## src/rtl/aes_chain_ctrl.sv

```systemverilog
// Command sequencer for AES_Composite_enc: runs N chained encryptions per host command.
// Optional wait-timeout abort is enabled by defining AES_CHAIN_TIMEOUT_EN.
module aes_chain_ctrl #(
    parameter int unsigned ITER_W  = 8,
    parameter int unsigned TIMEOUT = 255
) (
    input  logic              CLK,
    input  logic              RSTn,
    input  logic              cmd_valid,
    output logic              cmd_ready,
    input  logic [127:0]      cmd_key,
    input  logic [127:0]      cmd_pt,
    input  logic [ITER_W-1:0] cmd_iter,
    output logic              rsp_valid,
    input  logic              rsp_ready,
    output logic [127:0]      rsp_ct,
    output logic              rsp_err,
    output logic [127:0]      Kin,
    output logic [127:0]      Din,
    output logic              Krdy,
    output logic              Drdy,
    output logic              EN,
    input  logic              Kvld,
    input  logic              Dvld,
    input  logic [127:0]      Dout,
    input  logic              BSY
);

    typedef enum logic [2:0] {
        S_IDLE,
        S_KEY,
        S_KWAIT,
        S_DATA,
        S_DWAIT,
        S_RESP
    } state_t;

    state_t            state;
    logic              key_loaded;
    logic [ITER_W-1:0] cnt;

    if (ITER_W == 0 || TIMEOUT == 0) begin : g_bad_param
        $error("aes_chain_ctrl: ITER_W and TIMEOUT must be at least 1");
    end

`ifdef AES_CHAIN_TIMEOUT_EN
    localparam int unsigned WAIT_W = (TIMEOUT > 1) ? $clog2(TIMEOUT) : 1;
    logic [WAIT_W-1:0] wait_cnt;
`endif

    always_ff @(posedge CLK) begin
        if (!RSTn) begin
            state      <= S_IDLE;
            cmd_ready  <= 1'b0;
            rsp_valid  <= 1'b0;
            rsp_ct     <= '0;
            rsp_err    <= 1'b0;
            Kin        <= '0;
            Din        <= '0;
            Krdy       <= 1'b0;
            Drdy       <= 1'b0;
            EN         <= 1'b0;
            key_loaded <= 1'b0;
            cnt        <= '0;
`ifdef AES_CHAIN_TIMEOUT_EN
            wait_cnt   <= '0;
`endif
        end else begin
            case (state)
                S_IDLE: begin
                    cmd_ready <= 1'b1;
                    if (cmd_valid && cmd_ready) begin
                        cmd_ready <= 1'b0;
                        EN        <= 1'b1;
                        Din       <= cmd_pt;
                        cnt       <= (cmd_iter == '0) ? ITER_W'(1) : cmd_iter;
`ifdef AES_CHAIN_TIMEOUT_EN
                        rsp_err   <= 1'b0;
`endif
                        // An unchanged, already expanded key goes straight to data load
                        if (key_loaded && (cmd_key == Kin)) begin
                            state <= S_DATA;
                        end else begin
                            Kin        <= cmd_key;
                            key_loaded <= 1'b0;
                            Krdy       <= 1'b1;
                            state      <= S_KEY;
                        end
                    end
                end

                S_KEY: begin
                    Krdy  <= 1'b0;
                    state <= S_KWAIT;
                end

                S_KWAIT: begin
                    if (Kvld) begin
                        key_loaded <= 1'b1;
                        state      <= S_DATA;
                    end
                end

                S_DATA: begin
                    if (!BSY) begin
                        Drdy  <= 1'b1;
                        state <= S_DWAIT;
                    end
                end

                S_DWAIT: begin
                    Drdy <= 1'b0;
                    if (Dvld) begin
                        // Feed each ciphertext back as the next plaintext
                        Din <= Dout;
                        cnt <= cnt - ITER_W'(1);
                        if (cnt == ITER_W'(1)) begin
                            rsp_ct    <= Dout;
                            rsp_valid <= 1'b1;
                            EN        <= 1'b0;
                            state     <= S_RESP;
                        end else begin
                            state <= S_DATA;
                        end
                    end
                end

                S_RESP: begin
                    if (rsp_ready) begin
                        rsp_valid <= 1'b0;
                        cmd_ready <= 1'b1;
                        state     <= S_IDLE;
                    end
                end

                default: begin
                    state <= S_IDLE;
                end
            endcase

`ifdef AES_CHAIN_TIMEOUT_EN
            // Overrides the case above when the core fails to answer in time
            if ((state == S_KWAIT && !Kvld) || (state == S_DWAIT && !Dvld)) begin
                if (wait_cnt == WAIT_W'(TIMEOUT - 1)) begin
                    rsp_err    <= 1'b1;
                    rsp_ct     <= '0;
                    rsp_valid  <= 1'b1;
                    key_loaded <= 1'b0;
                    EN         <= 1'b0;
                    state      <= S_RESP;
                end else begin
                    wait_cnt <= wait_cnt + WAIT_W'(1);
                end
            end else begin
                wait_cnt <= '0;
            end
`endif
        end
    end

endmodule

```

## config.mk

```make
export PLATFORM = sky130hd
export DESIGN_NAME = aes_chain_ctrl
export DESIGN_NICKNAME = d
export VERILOG_FILES = /design/src/rtl/aes_chain_ctrl.sv
export SDC_FILE = /design/constraint.sdc
export NUM_CORES = 1
export LEC_CHECK = 0
export CAP_MARGIN = 0
export CELL_PAD_IN_SITES_DETAIL_PLACEMENT = 1
export CELL_PAD_IN_SITES_GLOBAL_PLACEMENT = 1
export CORE_AREA = 3 3 305 307
export CTS_CLUSTER_SIZE = 28
export DETAILED_ROUTE_END_ITERATION = 12
export DIE_AREA = 0 0 308 310
export GPL_TIMING_DRIVEN = 1
export PLACE_DENSITY_LB_ADDON = 0.1
export SLEW_MARGIN = 20
export SYNTH_ARGS = -nofsm -noshare
export SYNTH_HDL_FRONTEND = slang
export SYNTH_SLANG_ARGS = --single-unit
```

## constraint.sdc

```tcl
create_clock -name CLK -period 2.81 [get_ports CLK]
set_clock_uncertainty 0.05 [all_clocks]
set_input_delay 0.4215 -clock CLK [delete_from_list [all_inputs] [get_ports CLK]]
set_output_delay 0.4215 -clock CLK [all_outputs]
set_load 0.1 [all_outputs]
```

# Yosys cells after proc, flatten, opt, wreduce, memory -nomap -nowiden
# Index checks and enable logic that the tools add are counted.
# word_totals
register_bits	401
input_bits	399
out_inout_bits	390
# op_classes
bitwise	1
n_reduce_logical	20
mux	35
addsub	1
eq_ne	14
# ops
cell	count
$mux W128	2
$pmux W128 S2	1
$eq A128 B128 Y1	1
$mux W8	3
$mux W3	6
$pmux W3 S6	1
$pmux W8 S2	1
$mux W1	14
$ne A2 B2 Y1 const B	7
$pmux W1 S2	6
$reduce_and A3 Y1	4
$reduce_and A4 Y1	3
$reduce_bool A2 Y1	6
$eq A8 B1 Y1 const B	1
$logic_not A8 Y1	1
$sub A8 B1 Y8 const B	1
$eq A3 B2 Y1 const B	2
$eq A3 B3 Y1 const B	2
$reduce_and A5 Y1	1
$reduce_and A2 Y1	2
$eq A3 B1 Y1 const B	1
$logic_not A3 Y1	1
$logic_and A1 B1 Y1	2
$mux W2	1
$not A1 Y1	1

# Logic depth before layout (Yosys ltp)
# Gate-level depths: netlist of the first run.
# logic_depth
word_depth	5
depth_mapped	11

# Worst setup path before layout of the first run
# No wires, ideal clock.
# synth_timing
kind	flip-flop to flip-flop
startpoint	register Kin[1]
endpoint	register Kin[27]
required_time_ns	2.616
arrival_time_ns	3.084
period_less_slack_ns	3.279
setup_time_ns	0.144
path_stages_with_launch	12
path_slack_ns	-0.469
cell_sequence	dfxtp_1 > nor2b_1 > a2111o_1 > nor4_1 > nand4_1 > or4_1 > clkbuf_1 > buf_4 > buf_2 > buf_2 > nand2_1 > o311ai_0
# synth_via
elab_chain_cells	4
# synth_lines
element	line_no	source
start, declared	18	output logic [127:0] Kin,
start signal, assigned	84	Kin <= cmd_key;
$eq A128 B128 Y1	81	if (key_loaded && (cmd_key == Kin)) begin
$logic_and A1 B1 Y1	81	
$not A1 Y1 (no line)	--	
$reduce_and A3 Y1 (no line)	--	
# Every way passes these cells.
# A chain may end at the register's enable or synchronous reset.

# Final worst setup path of the first run
# layout_timing
startpoint	register Kin[20]
endpoint	register Kin[3]
# Same word-level chain as after synthesis.

==> metrics.md, run 1 <==
| Metric | Value |
|---|---|
| Slew @ Worst Pin | between 0.6 and 0.7 ns |
| CTS clk-pin slew, worst paths | ~0.06 ns |
| DIE AREA | about 95000 um2 |
| Xor/xnor share of the synthesized area | 0.03153 |
| Hold depth | 2 |
| Post-DRT Antenna Nets | 0 |
| Post-synthesis adder-cell area fraction | 0.001251 |
| Yosys reg bits | 401 |
| CTS tree | yes |
| Clock root buffer | clkbuf_16 |
| Cells on worst reg2reg path | 12 |
| Peak supply drop | a little under 0.7 mV |
| Synth Area in Simple Gates | 0.2524 |
| RSZ-0062 raised after global routing | true |
| Post-DR vias/cell | about 5 |
| WL/cell | 25.89 um |
| Die Y | 310 um |
| # DRC | 0 |
| Syn Std Cell Area | 20000 um2 |
| Finished Core Util | 0.3529 |
| FF/Latch Area | 8207 um2 |
| Setup CP Type | reg -> reg |
| Multi-input gate area | between 10000 and 15000 um2 |
| DR iter-0 viols | 1132 |
| Mapped Cells | 2519 |
| Die width | 308 um |
| Worst-path fanout max | 10 |
| Final period utilization | 1.101 |
| Compound-cell area share of the yosys netlist | 0.2576 |
| Overall routed net length | between 100000 and 150000 um |
| Gr ovfl total | 0 |
| Top post-synthesis cells by area | dfxtp_1 (40%), nand2_1 (15%), o211a_1 (6.6%), a2bb2oi_1 (5.6%), o311ai_1 (5.3%) |
| Dpl hpwl | roughly 87000 um |
| WP data arrival | 3.52 ns |
| Clock Latency Late Sink | around 0.63 ns |
| # H-tree levels | 2 |
| First-pass GRT wire length | around 170000 um |
| Clk buf depth | 3 |
| Power density over cell area | 1082 nW/um2 |
| Post-synth cell types | 52 |
| Mapped Nets | 2920 |
| Crit end category | flop |
| Hold WS | 0.2468 ns |
| Status | complete, but fails checks |
| Post-CTS Hold Fix Bufs | 0 |
| Largest family of logic cells by synthesized area | compound AO/OA/AOI/OAI gates |
| Vias in the first global route | between 20000 and 25000 |
| Achievable Freq | ~320 MHz |
| Failing checks | negative setup slack |
| Slew HR | 0.5569 |
| Hold crit path type | in -> reg |
| Async set-reset flop share out of synthesis | 0 |
| Synth area leader | dfxtp_1 |
| Post-synth EDFFs | 0 |
| Startpoint types | flop |
| Pre-CTS setup slack | -1.239 ns |
| Warnings, synthesis | 0 |
| CP required | 3.24 ns |
| Portion of netlist area occupied by mux cells | 0 |
| Num CTS Buffers | 54 |
| Nets | between 3000 and 4000 |
| Core Area | 90290 um2 |
| Leakage power | roughly 0.015 uW |
| # IOs | 789 |
| Post-synth top flop | dfxtp_1 |
| Max Cap Violations | 0 |
| Final setup margin | -0.2826 ns |
| Share of cells above drive strength 1 | 0.2462 |
| Hold Vio Cnt, Final | 0 |
| Largest net degree at the start of global routing | between 100 and 150 |
| Pre-antenna DRT Iters | 7 |
| Post-synth top area share | 0.4014 |
| Initial Utilization | 0.2215 |
| Syn avg cell area | approximately 7.9 um2 |
| Finished Layout Cells | around 4500 |
| Endpoints failing setup | about 130 |
| Tot GR Track Use | 0.2325 |
| Placed instance count | approximately 4400 |
| Antenna violations before repair | 31 |
| Post-synthesis sequential area ratio | 0.4014 |
| Clock Sinks | between 400 and 500 |
| Port Buffers | between 700 and 800 |
| Slew Viols, Final | 0 |
| Rows | between 100 and 150 |
| Area growth syn-to-layout | 59.29% |
| Routed via count | approximately 23000 |
| Fill cells | 10510 |
| Final worst path period need | roughly 3.1 ns |
| Global placement routability congestion | approximately 0.86 |
timing repair:
item	CTS	global route
setup endpoints to repair	131	131
buffers inserted	3	0
gates resized for setup	49	32
pin swaps	1	0
gates cloned	7	0
report_power, final:
part / switching, uW / internal [uW] / total (uW)
clock network: 2960 / 4130 / 7080
registers: 1140 / 7180 / 8320
logic: 14200 / 4890 / 19100
flip-flops by register name (all words and copies together) (netlist names):
name	flops
Kin	128
EN	1
Krdy	1
Din	128
cmd_ready	1
rsp_valid	1
Drdy	1
state	3
rsp_ct	128
key_loaded	1
cnt	8
kinds of logic (layout without fill, tap and decap cells):
family          Yosys count  after routing
simple gates           1155           1155
compound gates          600            600
flops                   401            401
buf+inv                 288           1100
xor+xnor                 72             72
fa+ha+maj                 2              2
other cells               1             16
Yosys cell counts (all sizes together) (3+ instances only):
| cell type | n |
|---|---|
| a2111o | 7 |
| a2111oi | 8 |
| a21boi | 130 |
| a21oi | 12 |
| a22o | 3 |
| a2bb2oi | 128 |
| and2 | 3 |
| and3 | 131 |
| buf | 21 |
| clkbuf | 216 |
| dfxtp | 401 |
| inv | 51 |
| nand2 | 788 |
| nand2b | 7 |
| nand3 | 138 |
| nand4 | 13 |
| nor2 | 14 |
| nor2b | 32 |
| nor3 | 4 |
| nor4 | 18 |
| o2111ai | 4 |
| o211a | 131 |
| o21ai | 10 |
| o221ai | 4 |
| o22ai | 15 |
| o2bb2ai | 3 |
| o311ai | 128 |
| xnor2 | 38 |
| xor2 | 34 |
worst paths after layout:
check / end / slack [ns] / startpoint
setup / recovery: Kin[3] / -0.28 / Kin[20]
hold / removal: Din[70] / 0.25 / RSTn
setup reg to reg: Kin[3] / -0.28 / Kin[20]
hold reg to reg: rsp_ct[44] / 0.42 / rsp_ct[44]
layer usage:
layer | up-vias | global-route usage | wire [um]
met5 | - | 0 | 144
met4 | 20 | 0.08351 | 4124
met2 | 693 | 0.4265 | 59730
met3 | 178 | 0.06657 | 8313
li1 | 10470 | - | -
met1 | 11240 | 0.2549 | 44740
cell type report:
class | instances | area share
diodes | 15 | 0.001178
clock buffers | 84 | 0.05290
clock inverters | 18 | 0.004556
inverters | 51 | 0.006009
multi-input cells | 1830 | 0.3564
flip-flops and latches | 401 | 0.2576
well taps | 1176 | 0.04619
repair buffers | 947 | 0.2752
cell usage in the layout (no fill, tap or decap), types with 95 or more instances in the layout:
| cell | count |
|---|---|
| dfxtp_2 | 95 |
| a2bb2oi_1 | 128 |
| a21boi_0 | 130 |
| nand2_1 | 781 |
| buf_4 | 501 |
| and3_1 | 130 |
| dfxtp_1 | 290 |
| nand3_1 | 136 |
| o211a_1 | 131 |
| clkdlybuf4s50_1 | 397 |
through the flow:
step / area (um2) / setup TNS, ns / total power, uW
finish: 31860 / -27.43 / 34470
global route: 31850 / -32.95 / 35920
CTS: 31600 / -24.39 / 34800
detailed placement: 29300 / -141.47 / 27440
global placement: 29300 / -142.02 / 27210
floorplan: 20180 / 0 / 21630
worst max-delay path, cell delays in order, from the launching register on:
cell	delay, ns
dfxtp_2	0.33
xnor2_2	0.15
buf_4	0.14
nand4_1	0.26
buf_4	0.25
nor4_4	0.16
buf_4	0.16
nand4_1	0.16
or4_4	0.65
buf_6	0.19
bufbuf_16	0.29
nand2_1	0.06
o311ai_1	0.10
(Power assumes the default switching activity.)
==> inputs of run 2 (changes only) <==
Settings changed: CTS_CLUSTER_DIAMETER set to 50, MAX_ROUTING_LAYER set to met4, SETUP_SLACK_MARGIN set to 0.5.
==> run 2 against run 1 <==
Against the previous run:
- the run still ends with negative setup slack left
- global-route usage is 0.62 points higher
- die area unchanged
- clock power rose by 45%
- core utilization grew 3.2 points
- cell area rose by 9.2%
- combinational power rose by 4%
- setup slack better by 0.089 ns
- clock-buffer cell count is 14 higher
- critical path depth fell by 3
- first-iteration DRC count up 0.18%
- critical endpoint is now Kin[87]
==> metrics.md, run 2 (synthesis gave the netlist of run 1 again) <==
| Metric | Value |
|---|---|
| Port Buffers | 787 (unchanged) |
| Gr ovfl total | 0 (unchanged) |
| Failing checks | negative setup slack (unchanged) |
| Clock root buffer | clkbuf_16 (unchanged) |
| Max Cap Violations | 0 (unchanged) |
| Clk buf depth | 3 (unchanged) |
| Leakage power | 0.01604 uW (was 0.01456 uW) |
| Final worst path period need | 3.004 ns (was 3.093 ns) |
| Antenna violations before repair | 30 (was 31) |
| Global placement routability congestion | 0.8603 (was 0.8614) |
| Initial Utilization | 0.2215 (unchanged) |
| Clock Sinks | 401 (unchanged) |
| Hold WS | 0.2350 ns (was 0.2468 ns) |
| DIE AREA | 95480 um2 (unchanged) |
| Setup CP Type | in -> reg (was reg -> reg) |
| WL/cell | 26.10 um (was 25.89 um) |
| Largest stage delay, worst path | 0.68 ns (was 0.65 ns) |
| Overall routed net length | 120900 um (was 117100 um) |
| Die width | 308 um (unchanged) |
| CTS tree | yes (unchanged) |
| Worst path slowest cell | or4_4 (unchanged) |
| Hold Vio Cnt, Final | 0 (unchanged) |
| Largest net degree at the start of global routing | 104 (was 115) |
| RSZ-0062 raised after global routing | true (unchanged) |
| # DRC | 0 (unchanged) |
| Peak supply drop | 0.7018 mV (was 0.6885 mV) |
| Core Area | 90290 um2 (unchanged) |
| Vias in the first global route | 24360 (was 24010) |
| Dpl hpwl | 86760 um (was 87190 um) |
| Rows | 110 (unchanged) |
| CTS clk-pin slew, worst paths | 0.05 ns (was 0.06 ns) |
| Pre-antenna DRT Iters | 5 (was 7) |
| CP required | 3.26 ns (was 3.24 ns) |
| First-pass GRT wire length | 165800 um (was 166300 um) |
| DR iter-0 viols | 1134 (was 1132) |
| Endpoints failing setup | 126 (was 131) |
| Num CTS Buffers | 79 (was 54) |
| Crit-path cells | clkdlybuf4s50_1 > nor2b_2 > a2111o_1 > a2111oi_4 > nand4_1 > or4_4 > buf_4 > clkbuf_16 > o311ai_2 (was xnor2_2 > buf_4 > nand4_1 > buf_4 > nor4_4 > buf_4 > nand4_1 > or4_4 > buf_6 > bufbuf_16 > nand2_1 > o311ai_1) |
| Startpoint types | primary input (was flop) |
| WP data arrival | 3.45 ns (was 3.52 ns) |
| Hold crit path type | in -> reg (unchanged) |
| Clock Latency Late Sink | 0.62 ns (was 0.63 ns) |
| Area growth syn-to-layout | 73.96% (was 59.29%) |
| Slew Viols, Final | 0 (unchanged) |
| Nets | 3760 (was 3686) |
| Tot GR Track Use | 0.2387 (was 0.2325) |
| Most frequent cells in the layout | nand2_1 (775), buf_4 (515), clkdlybuf4s50_1 (396), dfxtp_1 (277), nand3_1 (136) (was nand2_1 (781), buf_4 (501), clkdlybuf4s50_1 (397), dfxtp_1 (290), nand3_1 (136)) |
| # IOs | 789 (unchanged) |
| Power density over cell area | 1110 nW/um2 (was 1082 nW/um2) |
| Post-DR vias/cell | 5.002 (was 4.998) |
| Worst-path fanout max | 13 (was 10) |
| Share of cells above drive strength 1 | 0.3042 (was 0.2462) |
| Biggest regs | Din (128), Kin (128), rsp_ct (128) (unchanged) |
| Post-CTS Hold Fix Bufs | 0 (unchanged) |
| Achievable Freq | 332.9 MHz (was 323.4 MHz) |
| Die Y | 310 um (unchanged) |
| Post-DRT Antenna Nets | 0 (unchanged) |
| Routed via count | 23170 (was 22600) |
| Slew @ Worst Pin | 0.6933 ns (was 0.6624 ns) |
| Most common cell after layout, fill and taps aside | nand2_1 (unchanged) |
| Pre-CTS setup slack | -1.092 ns (was -1.239 ns) |
| Slew HR | 0.5374 (was 0.5569) |
| Fill cells | 10310 (was 10510) |
| Final period utilization | 1.069 (was 1.101) |
| Crit end category | flop (unchanged) |
| Status | complete, but fails checks (unchanged) |
| # H-tree levels | 3 (was 2) |
| Final setup margin | -0.1938 ns (was -0.2826 ns) |
==> run 2: cell count changes in the layout (fill, tap and decap cells not counted), sizes merged, moves of 5 or more <==
cell,previous run,this run
clkbuf,84,111
diode,15,31
clkinv,16,21
inv,51,58
buf,549,584
bufinv,0,12
clkinvlp,2,9
==> run 2: final timing paths <==
path          startpoint  cells past startpoint  slack, ns           to
min          cmd_key[37]                      4       0.24      Kin[37]
max reg2reg     Kin[109]                      8      -0.18      Kin[87]
min reg2reg  rsp_ct[118]                      2       0.41  rsp_ct[118]
max          cmd_key[17]                      9      -0.19      Kin[87]
==> run 2: what timing repair did <==
action | in CTS | in global routing
endpoints found under the setup margin | 259 | 363
cloned | 3 | 21
gates resized for setup | 110 | 133
pin swaps | 18 | 7
endpoints found under the hold margin | 0 | 0
setup buffers | 9 | 15
==> run 2: layer usage <==
metal,track usage,vias up,part of all wire
met3,0.06779,179,0.069
met4,0.08562,0,0.035
met1,0.2551,11560,0.38
met2,0.4214,726,0.51
met5,-,-,0
li1,-,10710,-
==> run 2: power by group <==
group | internal [uW] | switching, uW
clock network | 6740 | 3610
registers | 7210 | 1190
logic | 5340 | 14500
==> run 2: through the flow <==
step	cell area [um2]	util	instances	total power, uW	TNS (ns)
6_report	34790	0.3854	4632	38620	-9.147
3_3_place_gp	29530	0.3271	4406	27240	-131.10
3_5_place_dp	29530	0.3271	4406	27470	-132.41
2_1_floorplan	20290	-	2519	21690	0
5_1_grt	34780	0.3852	4627	40090	-15.95
4_1_cts	33340	0.3693	4565	38400	-2.286
==> run 2: area by class of cell <==
class                      instances  area (um2)  area share
timing repair buffer             994        9515      0.2735
tap                             1176        1471     0.04229
multi-input combinational       1832       12400      0.3563
sequential                       401        8250      0.2371
antenna                           31       77.57    0.002230
clock inverter                    49       688.2     0.01978
inverter                          51       191.4    0.005502
clock buffer                      98        2201     0.06326
==> run 2: worst max-delay path, delay by kind of cell <==
family	cells	cell delay, ns
buffers and inverters	3	0.84
AND/OR/NAND/NOR	3	1.12
AO/OA/AOI/OAI	3	1.07
==> inputs of run 3 (changes only) <==
Settings changed: CORE_AREA 3 3 305 307 to 3 3 303 305, DIE_AREA 0 0 308 310 to 0 0 306 308.
Clock period 2.81 ns to 3.7 ns, I/O delays scaled along.
==> run 3 against run 2 <==
Against the previous run:
- the flow now finishes without violations
- via count is 3.8% lower
- global-route usage is 0.39 points higher
- final cell count is 2.7% lower
- cell area is 6.8% lower
- sequential share of layout area is 1.1 points higher
- clock power is 20% lower
- combinational power is 28% lower
- critical endpoint is now Kin[105]
==> metrics.md, run 3 (synthesis gave the netlist of run 1 again) <==
| Metric | Value |
|---|---|
| Die width | 306 um (was 308 um) |
| Num CTS Buffers | 83 (was 79) |
| Finished Cell Area | 32430 um2 (was 34790 um2) |
| Die Y | 308 um (was 310 um) |
| CTS tree | yes (unchanged) |
| Rows | 110 (unchanged) |
| Placed Area | 29250 um2 (was 29530 um2) |
| Worst-path fanout max | 25 (was 13) |
| Initial Utilization | 0.2232 (was 0.2215) |
| Global placement routability congestion | 0.8840 (was 0.8603) |
| Slew Viols, Final | 0 (unchanged) |
| Worst path slowest cell | or4_4 (unchanged) |
| Biggest regs | Din (128), Kin (128), rsp_ct (128) (unchanged) |
| Most common cell after layout, fill and taps aside | nand2_1 (unchanged) |
| Setup CP Type | in -> reg (unchanged) |
| Pre-antenna DRT Iters | 4 (was 5) |
| Largest net degree at the start of global routing | 136 (was 104) |
| Port Buffers | 787 (unchanged) |
| # DRC | 0 (unchanged) |
| Crit end category | flop (unchanged) |
| Clock Sinks | 401 (unchanged) |
| # H-tree levels | 3 (unchanged) |
| Power density over cell area | 892.8 nW/um2 (was 1110 nW/um2) |
| DR iter-0 viols | 1217 (was 1134) |
| First-pass GRT wire length | 166300 um (was 165800 um) |
| Post-DR vias/cell | 4.946 (was 5.002) |
| Final TNS setup | 0 ns (was -9.147 ns) |
| Tot GR Track Use | 0.2426 (was 0.2387) |
| Largest stage delay, worst path | 0.60 ns (was 0.68 ns) |
| Crit-path cells | clkdlybuf4s50_1 > xnor2_2 > nand4_1 > buf_4 > nor4_1 > buf_4 > nand4_1 > or4_4 > buf_12 > buf_12 > o311ai_1 (was clkdlybuf4s50_1 > nor2b_2 > a2111o_1 > a2111oi_4 > nand4_1 > or4_4 > buf_4 > clkbuf_16 > o311ai_2) |
| Clock root buffer | clkbuf_16 (unchanged) |
| Dpl hpwl | 87590 um (was 86760 um) |
| Hold crit path type | reg -> reg (was in -> reg) |
| Critical path's top delay family | buffers and inverters (was simple AND/OR/NAND/NOR gates) |
| Achievable Freq | around 330 MHz |
| # IOs | 789 (unchanged) |
| DIE AREA | 94250 um2 (was 95480 um2) |
| Peak supply drop | 0.5092 mV (was 0.7018 mV) |
| Pre-CTS setup slack | -0.3728 ns (was -1.092 ns) |
| Vias in the first global route | 23680 (was 24360) |
| RSZ-0062 raised after global routing | false (was true) |
| CP required | 4.13 ns (was 3.26 ns) |
| Slew @ Worst Pin | 1.175 ns (was 0.6933 ns) |
| WL/cell | 25.60 um (was 26.10 um) |
| Final period utilization | 0.8272 |
| Gr ovfl total | 0 (unchanged) |
| Post-CTS Hold Fix Bufs | 0 (unchanged) |
| Core Area | 89600 um2 (was 90290 um2) |
| Final setup margin | 0.6394 ns (was -0.1938 ns) |
| Leakage power | 0.01366 uW (was 0.01604 uW) |
| Clk buf depth | 3 (unchanged) |
| Post-DRT Antenna Nets | 0 (unchanged) |
| WP data arrival | 3.49 ns (was 3.45 ns) |
| Clock Latency Late Sink | 0.62 ns (about the same) |
| Status | complete, no violations (was complete, but fails checks) |
| Routed via count | 22300 (was 23170) |
| Antenna violations before repair | 34 (was 30) |
| Final worst path period need | 3.061 ns |
| Share of cells above drive strength 1 | 0.09322 (was 0.3042) |
| Startpoint types | primary input (unchanged) |
| Endpoints failing setup | 0 (was 126) |
| CTS clk-pin slew, worst paths | 0.04 ns (was 0.05 ns) |
| Hold Vio Cnt, Final | 0 (unchanged) |
| Hold WS | 0.4111 ns (was 0.2350 ns) |
| Max Cap Violations | 0 (unchanged) |
| Overall routed net length | 115400 um (was 120900 um) |
| Most frequent cells in the layout | nand2_1 (786), clkdlybuf4s50_1 (732), dfxtp_1 (395), nand3_1 (136), o211a_1 (131) (was nand2_1 (775), buf_4 (515), clkdlybuf4s50_1 (396), dfxtp_1 (277), nand3_1 (136)) |
| CP Buf/Inv Count | 5 (was 3) |
| Area growth syn-to-layout | 62.15% (was 73.96%) |
| Slew HR | 0.2139 (was 0.5374) |
| Nets | 3635 (was 3760) |
-- run 3: worst min-delay path, cell delays in order (launching register included) --
cell      delay, ns
dfxtp_1        0.30
nand2_1        0.05
a21boi_0       0.06
-- run 3: what timing repair did --
item,in CTS,in global routing
setup buffers,0,0
gates resized for setup,2,6
gates cloned,0,0
setup endpoints to repair,131,73
-- run 3: path summary, 6_finish.rpt --
kind / startpoint / slack [ns] / end / cells after the start
setup / recovery: cmd_key[20] / 0.64 / Kin[105] / 11
hold / removal: rsp_ct[64] / 0.41 / rsp_ct[64] / 2
setup reg to reg: Kin[33] / 0.67 / Kin[105] / 11
hold reg to reg: rsp_ct[64] / 0.41 / rsp_ct[64] / 2
-- run 3: cell type report --
cell class,instances,area (um2)
fillers,10300,57170
multi-input cells,1830,10970
clock buffers,101,2286
flip-flops and latches,401,8035
well taps,1176,1471
repair buffers,867,8633
diodes,29,72.57
inverters,51,191.4
clock inverters,54,769.5
-- run 3: metrics by stage --
step	utilization	power (uW)	std cells
6_report	0.3620	28960	4509
3_3_place_gp	0.3265	20680	4325
4_1_cts	0.3607	29260	4480
2_1_floorplan	-	16320	2519
3_5_place_dp	0.3264	20840	4325
5_1_grt	0.3619	30120	4508
-- run 3: per-layer routing --
layer	track usage	wire length [um]
met5	-	0
met1	0.2606	44950
met2	0.4306	58880
met4	0.06223	2818
met3	0.07876	8760
-- run 3: report_power, final --
group | switching [uW] | internal (uW) | leakage, uW
registers | 924 | 5370 | 0.00327
clock network | 2820 | 5420 | 0.00147
logic | 10600 | 3770 | 0.00893
total | 14400 | 14600 | 0.0137
